===== config.mk =====
export PLATFORM = sky130hd
export DESIGN_NAME = branch_redirect_ctrl_flat
export DESIGN_NICKNAME = d
export VERILOG_FILES = /design/src/rtl/branch_redirect_ctrl_pkg.sv /design/src/rtl/branch_redirect_ctrl_if.sv /design/src/rtl/branch_redirect_ctrl_cond.sv /design/src/rtl/branch_redirect_ctrl.sv /design/src/flat_wrapper.sv
export SDC_FILE = /design/constraint.sdc
export NUM_CORES = 1
export LEC_CHECK = 0
export ABC_AREA = 1
export CORE_ASPECT_RATIO = 0.9
export CORE_UTILIZATION = 49
export DETAILED_ROUTE_END_ITERATION = 10
export GPL_TIMING_DRIVEN = 0
export MAX_ROUTING_LAYER = met4
export PLACE_DENSITY = 0.88
export SYNTH_ARGS = -nofsm -noshare
export SYNTH_HDL_FRONTEND = slang
export SYNTH_SLANG_ARGS = --single-unit

===== constraint.sdc =====
create_clock -name CLK -period 6.9 [get_ports CLK]
set_clock_uncertainty 0.15 [all_clocks]
set_input_delay 0.69 -clock CLK [delete_from_list [all_inputs] [get_ports CLK]]
set_output_delay 0.69 -clock CLK [all_outputs]
set_load 0.05 [all_outputs]

===== src/rtl/branch_redirect_ctrl_pkg.sv =====
// Shared types and constants for the EX-stage branch redirect controller.
package branch_redirect_ctrl_pkg;

  typedef enum logic [1:0] {
    KIND_NONE   = 2'd0,
    KIND_BRANCH = 2'd1,
    KIND_JAL    = 2'd2,
    KIND_JALR   = 2'd3
  } kind_e;

  localparam logic [2:0] F3_BEQ  = 3'b000;
  localparam logic [2:0] F3_BNE  = 3'b001;
  localparam logic [2:0] F3_BLT  = 3'b100;
  localparam logic [2:0] F3_BGE  = 3'b101;
  localparam logic [2:0] F3_BLTU = 3'b110;
  localparam logic [2:0] F3_BGEU = 3'b111;

  localparam logic [0:0] ST_IDLE    = 1'b0;
  localparam logic [0:0] ST_PENDING = 1'b1;

endpackage


===== src/rtl/branch_redirect_ctrl_if.sv =====
// EX-stage resolve inputs and fetch redirect / flush outputs of the redirect controller.
interface branch_redirect_ctrl_if #(
  parameter int unsigned CNT_W = 16
);

  logic             EX_VALID;
  logic [1:0]       EX_KIND;
  logic [2:0]       EX_FUNCT3;
  logic             BR_EQ;
  logic             BR_LT;
  logic             BR_LTU;
  logic [31:0]      JAL;
  logic [31:0]      JALR;
  logic [31:0]      BRANCH;
  logic             IF_READY;
  logic             REDIRECT_VALID;
  logic [31:0]      REDIRECT_ADDR;
  logic             FLUSH_IFID;
  logic             FLUSH_IDEX;
  logic             MISALIGN;
  logic [CNT_W-1:0] TAKEN_CNT;
  logic [CNT_W-1:0] NOT_TAKEN_CNT;

  modport master (
    output EX_VALID, EX_KIND, EX_FUNCT3, BR_EQ, BR_LT, BR_LTU, JAL, JALR, BRANCH, IF_READY,
    input  REDIRECT_VALID, REDIRECT_ADDR, FLUSH_IFID, FLUSH_IDEX, MISALIGN, TAKEN_CNT,
           NOT_TAKEN_CNT
  );

  modport slave (
    input  EX_VALID, EX_KIND, EX_FUNCT3, BR_EQ, BR_LT, BR_LTU, JAL, JALR, BRANCH, IF_READY,
    output REDIRECT_VALID, REDIRECT_ADDR, FLUSH_IFID, FLUSH_IDEX, MISALIGN, TAKEN_CNT,
           NOT_TAKEN_CNT
  );

endinterface


===== src/rtl/branch_redirect_ctrl_cond.sv =====
// Conditional-branch outcome from funct3 and the comparator flags.
module branch_redirect_ctrl_cond
  import branch_redirect_ctrl_pkg::*;
(
  input  logic [2:0] funct3,
  input  logic       br_eq,
  input  logic       br_lt,
  input  logic       br_ltu,
  output logic       taken
);

  always_comb begin
    taken = 1'b0;
    unique case (funct3)
      F3_BEQ:  taken = br_eq;
      F3_BNE:  taken = ~br_eq;
      F3_BLT:  taken = br_lt;
      F3_BGE:  taken = ~br_lt;
      F3_BLTU: taken = br_ltu;
      F3_BGEU: taken = ~br_ltu;
      default: taken = 1'b0; // 010/011 are not branches
    endcase
  end

endmodule


===== src/rtl/branch_redirect_ctrl.sv =====
// Control-hazard sequencer: resolves EX branches/jumps, drives PC redirect and flushes,
// holds the redirect while fetch stalls, and counts taken/not-taken outcomes.
module branch_redirect_ctrl
  import branch_redirect_ctrl_pkg::*;
#(
  parameter int unsigned CNT_W = 16
) (
  input logic                   CLK,
  input logic                   RST,
  branch_redirect_ctrl_if.slave bus
);

  localparam logic [CNT_W-1:0] CntMax = {CNT_W{1'b1}};

  logic [0:0]       state_q, state_d;
  logic [31:0]      pend_addr_q, pend_addr_d;
  logic [CNT_W-1:0] taken_cnt_q, not_taken_cnt_q;

  kind_e       kind;
  logic        br_taken;
  logic        taken;
  logic [31:0] target;
  logic        aligned;
  logic        resolve;

  assign kind = kind_e'(bus.EX_KIND);

  branch_redirect_ctrl_cond u_cond (
    .funct3 (bus.EX_FUNCT3),
    .br_eq  (bus.BR_EQ),
    .br_lt  (bus.BR_LT),
    .br_ltu (bus.BR_LTU),
    .taken  (br_taken)
  );

  always_comb begin
    target = 32'd0;
    taken  = 1'b0;
    unique case (kind)
      KIND_BRANCH: begin
        target = bus.BRANCH;
        taken  = br_taken;
      end
      KIND_JAL: begin
        target = bus.JAL;
        taken  = 1'b1;
      end
      KIND_JALR: begin
        target = bus.JALR & ~32'd1;
        taken  = 1'b1;
      end
      default: begin
        target = 32'd0;
        taken  = 1'b0;
      end
    endcase
  end

  assign aligned = (target[1:0] == 2'b00);
  assign resolve = bus.EX_VALID && (kind != KIND_NONE) && (state_q == ST_IDLE);

  // Outputs are forced low while RST is high, even though they are combinational.
  always_comb begin
    state_d            = state_q;
    pend_addr_d        = pend_addr_q;
    bus.REDIRECT_VALID = 1'b0;
    bus.REDIRECT_ADDR  = 32'd0;
    bus.FLUSH_IFID     = 1'b0;
    bus.FLUSH_IDEX     = 1'b0;
    bus.MISALIGN       = 1'b0;
    if (!RST) begin
      if (state_q == ST_PENDING) begin
        bus.REDIRECT_VALID = 1'b1;
        bus.REDIRECT_ADDR  = pend_addr_q;
        bus.FLUSH_IFID     = 1'b1;
        bus.FLUSH_IDEX     = 1'b1;
        if (bus.IF_READY) state_d = ST_IDLE;
      end else if (resolve && taken) begin
        if (!aligned) begin
          bus.MISALIGN = 1'b1;
        end else begin
          bus.FLUSH_IFID = 1'b1;
          bus.FLUSH_IDEX = 1'b1;
          if (bus.IF_READY) begin
            bus.REDIRECT_VALID = 1'b1;
            bus.REDIRECT_ADDR  = target;
          end else begin
            state_d     = ST_PENDING;
            pend_addr_d = target;
          end
        end
      end
    end
  end

  always_ff @(posedge CLK or posedge RST) begin
    if (RST) begin
      state_q     <= ST_IDLE;
      pend_addr_q <= 32'd0;
    end else begin
      state_q     <= state_d;
      pend_addr_q <= pend_addr_d;
    end
  end

  always_ff @(posedge CLK or posedge RST) begin
    if (RST) begin
      taken_cnt_q     <= '0;
      not_taken_cnt_q <= '0;
    end else if (resolve) begin
      if (taken) begin
        if (taken_cnt_q != CntMax) taken_cnt_q <= taken_cnt_q + CNT_W'(1);
      end else begin
        if (not_taken_cnt_q != CntMax) not_taken_cnt_q <= not_taken_cnt_q + CNT_W'(1);
      end
    end
  end

  assign bus.TAKEN_CNT     = taken_cnt_q;
  assign bus.NOT_TAKEN_CNT = not_taken_cnt_q;

endmodule


===== src/flat_wrapper.sv =====
// flat-port wrapper written by rule: the top's interface ports become plain ports
module branch_redirect_ctrl_flat import branch_redirect_ctrl_pkg::*;
#(
  parameter int unsigned CNT_W = 16
)
  (CLK, RST, bus_EX_VALID, bus_EX_KIND, bus_EX_FUNCT3, bus_BR_EQ, bus_BR_LT, bus_BR_LTU, bus_JAL, bus_JALR, bus_BRANCH, bus_IF_READY, bus_REDIRECT_VALID, bus_REDIRECT_ADDR, bus_FLUSH_IFID, bus_FLUSH_IDEX, bus_MISALIGN, bus_TAKEN_CNT, bus_NOT_TAKEN_CNT);
  branch_redirect_ctrl_if #(.CNT_W(CNT_W)) bus_i ();
  input logic CLK;
  input logic RST;
  input wire logic [$bits(bus_i.EX_VALID)-1:0] bus_EX_VALID;
  input wire logic [$bits(bus_i.EX_KIND)-1:0] bus_EX_KIND;
  input wire logic [$bits(bus_i.EX_FUNCT3)-1:0] bus_EX_FUNCT3;
  input wire logic [$bits(bus_i.BR_EQ)-1:0] bus_BR_EQ;
  input wire logic [$bits(bus_i.BR_LT)-1:0] bus_BR_LT;
  input wire logic [$bits(bus_i.BR_LTU)-1:0] bus_BR_LTU;
  input wire logic [$bits(bus_i.JAL)-1:0] bus_JAL;
  input wire logic [$bits(bus_i.JALR)-1:0] bus_JALR;
  input wire logic [$bits(bus_i.BRANCH)-1:0] bus_BRANCH;
  input wire logic [$bits(bus_i.IF_READY)-1:0] bus_IF_READY;
  output wire logic [$bits(bus_i.REDIRECT_VALID)-1:0] bus_REDIRECT_VALID;
  output wire logic [$bits(bus_i.REDIRECT_ADDR)-1:0] bus_REDIRECT_ADDR;
  output wire logic [$bits(bus_i.FLUSH_IFID)-1:0] bus_FLUSH_IFID;
  output wire logic [$bits(bus_i.FLUSH_IDEX)-1:0] bus_FLUSH_IDEX;
  output wire logic [$bits(bus_i.MISALIGN)-1:0] bus_MISALIGN;
  output wire logic [$bits(bus_i.TAKEN_CNT)-1:0] bus_TAKEN_CNT;
  output wire logic [$bits(bus_i.NOT_TAKEN_CNT)-1:0] bus_NOT_TAKEN_CNT;
  assign bus_i.EX_VALID = bus_EX_VALID;
  assign bus_i.EX_KIND = bus_EX_KIND;
  assign bus_i.EX_FUNCT3 = bus_EX_FUNCT3;
  assign bus_i.BR_EQ = bus_BR_EQ;
  assign bus_i.BR_LT = bus_BR_LT;
  assign bus_i.BR_LTU = bus_BR_LTU;
  assign bus_i.JAL = bus_JAL;
  assign bus_i.JALR = bus_JALR;
  assign bus_i.BRANCH = bus_BRANCH;
  assign bus_i.IF_READY = bus_IF_READY;
  assign bus_REDIRECT_VALID = bus_i.REDIRECT_VALID;
  assign bus_REDIRECT_ADDR = bus_i.REDIRECT_ADDR;
  assign bus_FLUSH_IFID = bus_i.FLUSH_IFID;
  assign bus_FLUSH_IDEX = bus_i.FLUSH_IDEX;
  assign bus_MISALIGN = bus_i.MISALIGN;
  assign bus_TAKEN_CNT = bus_i.TAKEN_CNT;
  assign bus_NOT_TAKEN_CNT = bus_i.NOT_TAKEN_CNT;
  branch_redirect_ctrl #(.CNT_W(CNT_W)) u_core (.CLK(CLK), .RST(RST), .bus(bus_i));
endmodule

==> out/summary.txt <==
cells along the critical path -> clkdlybuf4s50_1 > inv_1 > nor2_1 > buf_2 > nand2_1 > nand3_1 > nand2_1 > nor2_1 > nand3_1 > a21oi_1 > clkdlybuf4s50_1
Sink Count -> 65
Antenna Nets Post-Route -> 0
Yosys top cell area share -> 35.0%
Yosys reg bits -> 65
HP Class -> flip-flop to flip-flop
cts bufs inserted -> 9
Post-Syn Area per Cell -> 6.17 sq um
first-pass GRT wire length -> 23500 um
Post-synth ARST share -> 100%
Starting Density -> 50.7%
Post-synth EDFFs -> 0
final net count -> 1047
Synth Area in Simple Gates -> 45.6%
largest family of logic cells by synthesized area -> simple AND/OR/NAND/NOR gates
cts repair resizes -> 0
Core Area -> 9170 sq um
fin area -> 6720 sq um
Max-cap violations -> 0
Leakage Power -> 3.00 nW
Cell Area, Synth -> 4650 sq um
Final Hold Fails -> 0
top post-synthesis cells by area -> dfrtp_1 (35%), nand2_1 (29%), nand3_1 (8.5%)
number of distinct library cells after synthesis -> 24
area leader, netlist -> dfrtp_1
post-layout minimum cycle time -> 4.20 ns
buffer and inverter count on the worst path -> 4
setup TNS -> 0 ns
port bufs -> 172
Final setup viols -> 0
worst slack at placement -> 2.74 ns
Total Routing Usage GR -> 30.6%
DRC Markers -> 0
CP endpoint kind -> output port
layout cell share with drive strength beyond 1 -> 6.05%
mux contribution to synthesized area -> 0%
vias per cell -> 5.03
starting DRC count in detailed routing -> 342
VDD IR-drop max -> 0.000174 V
clk slew on worst S/H paths -> 0.07 ns
Seq/Total Area, Yosys -> 35.0%
Synth Area in Adders -> 0.538%
I/O pins -> 176
unrepaired setup endpoints after global routing -> false
Slew HR -> 43.8%
xor/xnor share of the synthesized area -> 5.09%
post-synthesis instance total -> 754
Power Dens Cells -> 198 nW/um^2
clock buffer depth -> 2
vias -> 5356
Setup Crit Path Kind -> input port to output port
Post-CTS Setup Bufs -> 0
GP Congestion -> 0.938
Ant. Diodes -> 0
Syn Nets -> 864
Die Wd -> 105 um
Worst EP required -> 6.06 ns
largest delay contributor family on the critical path -> buffers and inverters
worst skew pair latency -> 0.34 ns
Slew Viols, Final -> 0
slowest cell delay on critical path -> 0.84 ns
WL final -> 14000 um
post-route setup slack -> 2.70 ns
hold_buf cts -> 0
number of H-tree levels -> 3
vias in the first global route -> 4865
Synth Area in Compound Gates -> 5.36%
Placed Area -> 6530 sq um
register area -> 1630 sq um
Area Growth Syn to Fin -> 44.6%
slowest stage cell on the critical path -> clkdlybuf4s50_1
Critical Path Fanout Max -> 10
FILL cells -> 766
status -> completed
grt total ovfl -> 0
CTS root buf -> clkbuf_8
Pre-antenna DRT Iters -> 5
Synth Flop Type -> dfrtp_1
f_max -> 238 MHz
Critical Path AT -> 3.36 ns
Worst setup SP type -> input port
worst-margin pin slew -> 0.843 ns
largest net degree at the start of global routing -> 69
Die Area -> 9880 sq um
CTS tree -> yes
die height -> 94.4 um
Core Util, Final -> 73.3%
Tot Pwr -> 1.33 mW
hpwl dp -> 10500 um
initial antenna violation count -> 0
Rows -> 33
WL/cell -> 13.1 um
Final period util -> 60.8%
area of the multi-input gates -> 2630 sq um
Ys Warns -> 0
synthesized netlist by cell type, types with 2 or more instances:
master	number
nand2_1	357
nand3_1	79
dfrtp_1	65
nor2_1	63
inv_1	43
a21oi_1	33
buf_2	25
xor2_1	15
clkbuf_1	12
xnor2_1	12
nor3_1	11
o21ai_0	10
buf_4	7
nand4_1	5
o21ai_1	5
ha_1	2
inv_2	2
nor2_4	2
report_power, final:
group / total [mW] / internal (mW) / switching, mW / leakage [nW]
clock: 0.333 / 0.168 / 0.165 / 0.0929
sequential: 0.514 / 0.454 / 0.0602 / 0.869
combinational: 0.486 / 0.190 / 0.296 / 2.04
cell families (layout without fill, tap and decap cells):
family / count (synthesis) / in the layout
DFF: 65 / 65
AOI/OAI and AO/OA: 49 / 49
adders and majority gates: 2 / 2
and+or+nand+nor: 522 / 522
xor gates and xnor gates: 27 / 27
buffers and inverters: 89 / 277
flip-flops by register name, summed over array words and instances, names as in the netlist:
register,flops
u_core.bus.NOT_TAKEN_CNT,16
u_core.state_q,1
u_core.pend_addr_q,32
u_core.bus.TAKEN_CNT,16
per-layer routing:
metal  global-route usage (%)  share of wire, %  routed length [um]  vias to the layer above
li1                         -                 -                   -                     2709
met1                     41.0                47                6540                     2421
met2                     48.2                45                6270                      211
met3                     5.52               7.0                 982                       15
met4                     7.28               1.3                 178                        0
met5                        -                 0                   0                        -
cell usage in the layout, fill, tap and decap left out, drive strengths merged:
| master | count |
|---|---|
| nand2 | 358 |
| clkdlybuf4s50 | 172 |
| nand3 | 80 |
| nor2 | 66 |
| dfrtp | 65 |
| inv | 46 |
| a21oi | 33 |
| buf | 32 |
| clkbuf | 22 |
| o21ai | 16 |
| xor2 | 15 |
| xnor2 | 12 |
| nor3 | 12 |
| nand4 | 5 |
| ha | 2 |
| clkinvlp | 2 |
| clkinv | 2 |
| nand3b | 1 |
| bufinv | 1 |
through the flow:
step	hold WS (ns)	instances
2_1_floorplan	0.299	754
5_1_grt	0.352	1064
3_3_place_gp	0.311	1048
6_report	0.334	1064
3_5_place_dp	0.316	1048
4_1_cts	0.337	1064
final timing paths:
kind | from | to | slack, ns | cells after the start
setup / recovery | bus_EX_KIND[1] | bus_REDIRECT_ADDR[2] | 2.70 | 11
hold / removal | u_core.pend_addr_q[5] | u_core.pend_addr_q[5] | 0.33 | 2
hold reg to reg | u_core.pend_addr_q[5] | u_core.pend_addr_q[5] | 0.33 | 2
max in group asynchronous | RST | u_core.pend_addr_q[26] | 5.48 | 2
min in group asynchronous | RST | u_core.pend_addr_q[6] | 0.55 | 2
setup reg to reg | u_core.bus.TAKEN_CNT[1] | u_core.bus.TAKEN_CNT[2] | 4.89 | 7
cell type report:
class,count,area share (%)
flip-flops and latches,65,24.2
clock buffers,10,1.90
multi-input cells,600,39.1
repair buffers,172,25.6
well taps,122,2.27
clock inverters,6,1.01
plain buffers,44,3.31
inverters,45,2.55
worst register-to-register path, cell delays in order, from the launching register on:
cell and delay (ns):
dfrtp_1 0.43, ha_1 0.26, inv_1 0.06, nor2_1 0.24, nand4_1 0.17, nand3_2 0.13
clkbuf_1 0.33, o21ai_0 0.14
(Power assumes the default switching activity.)
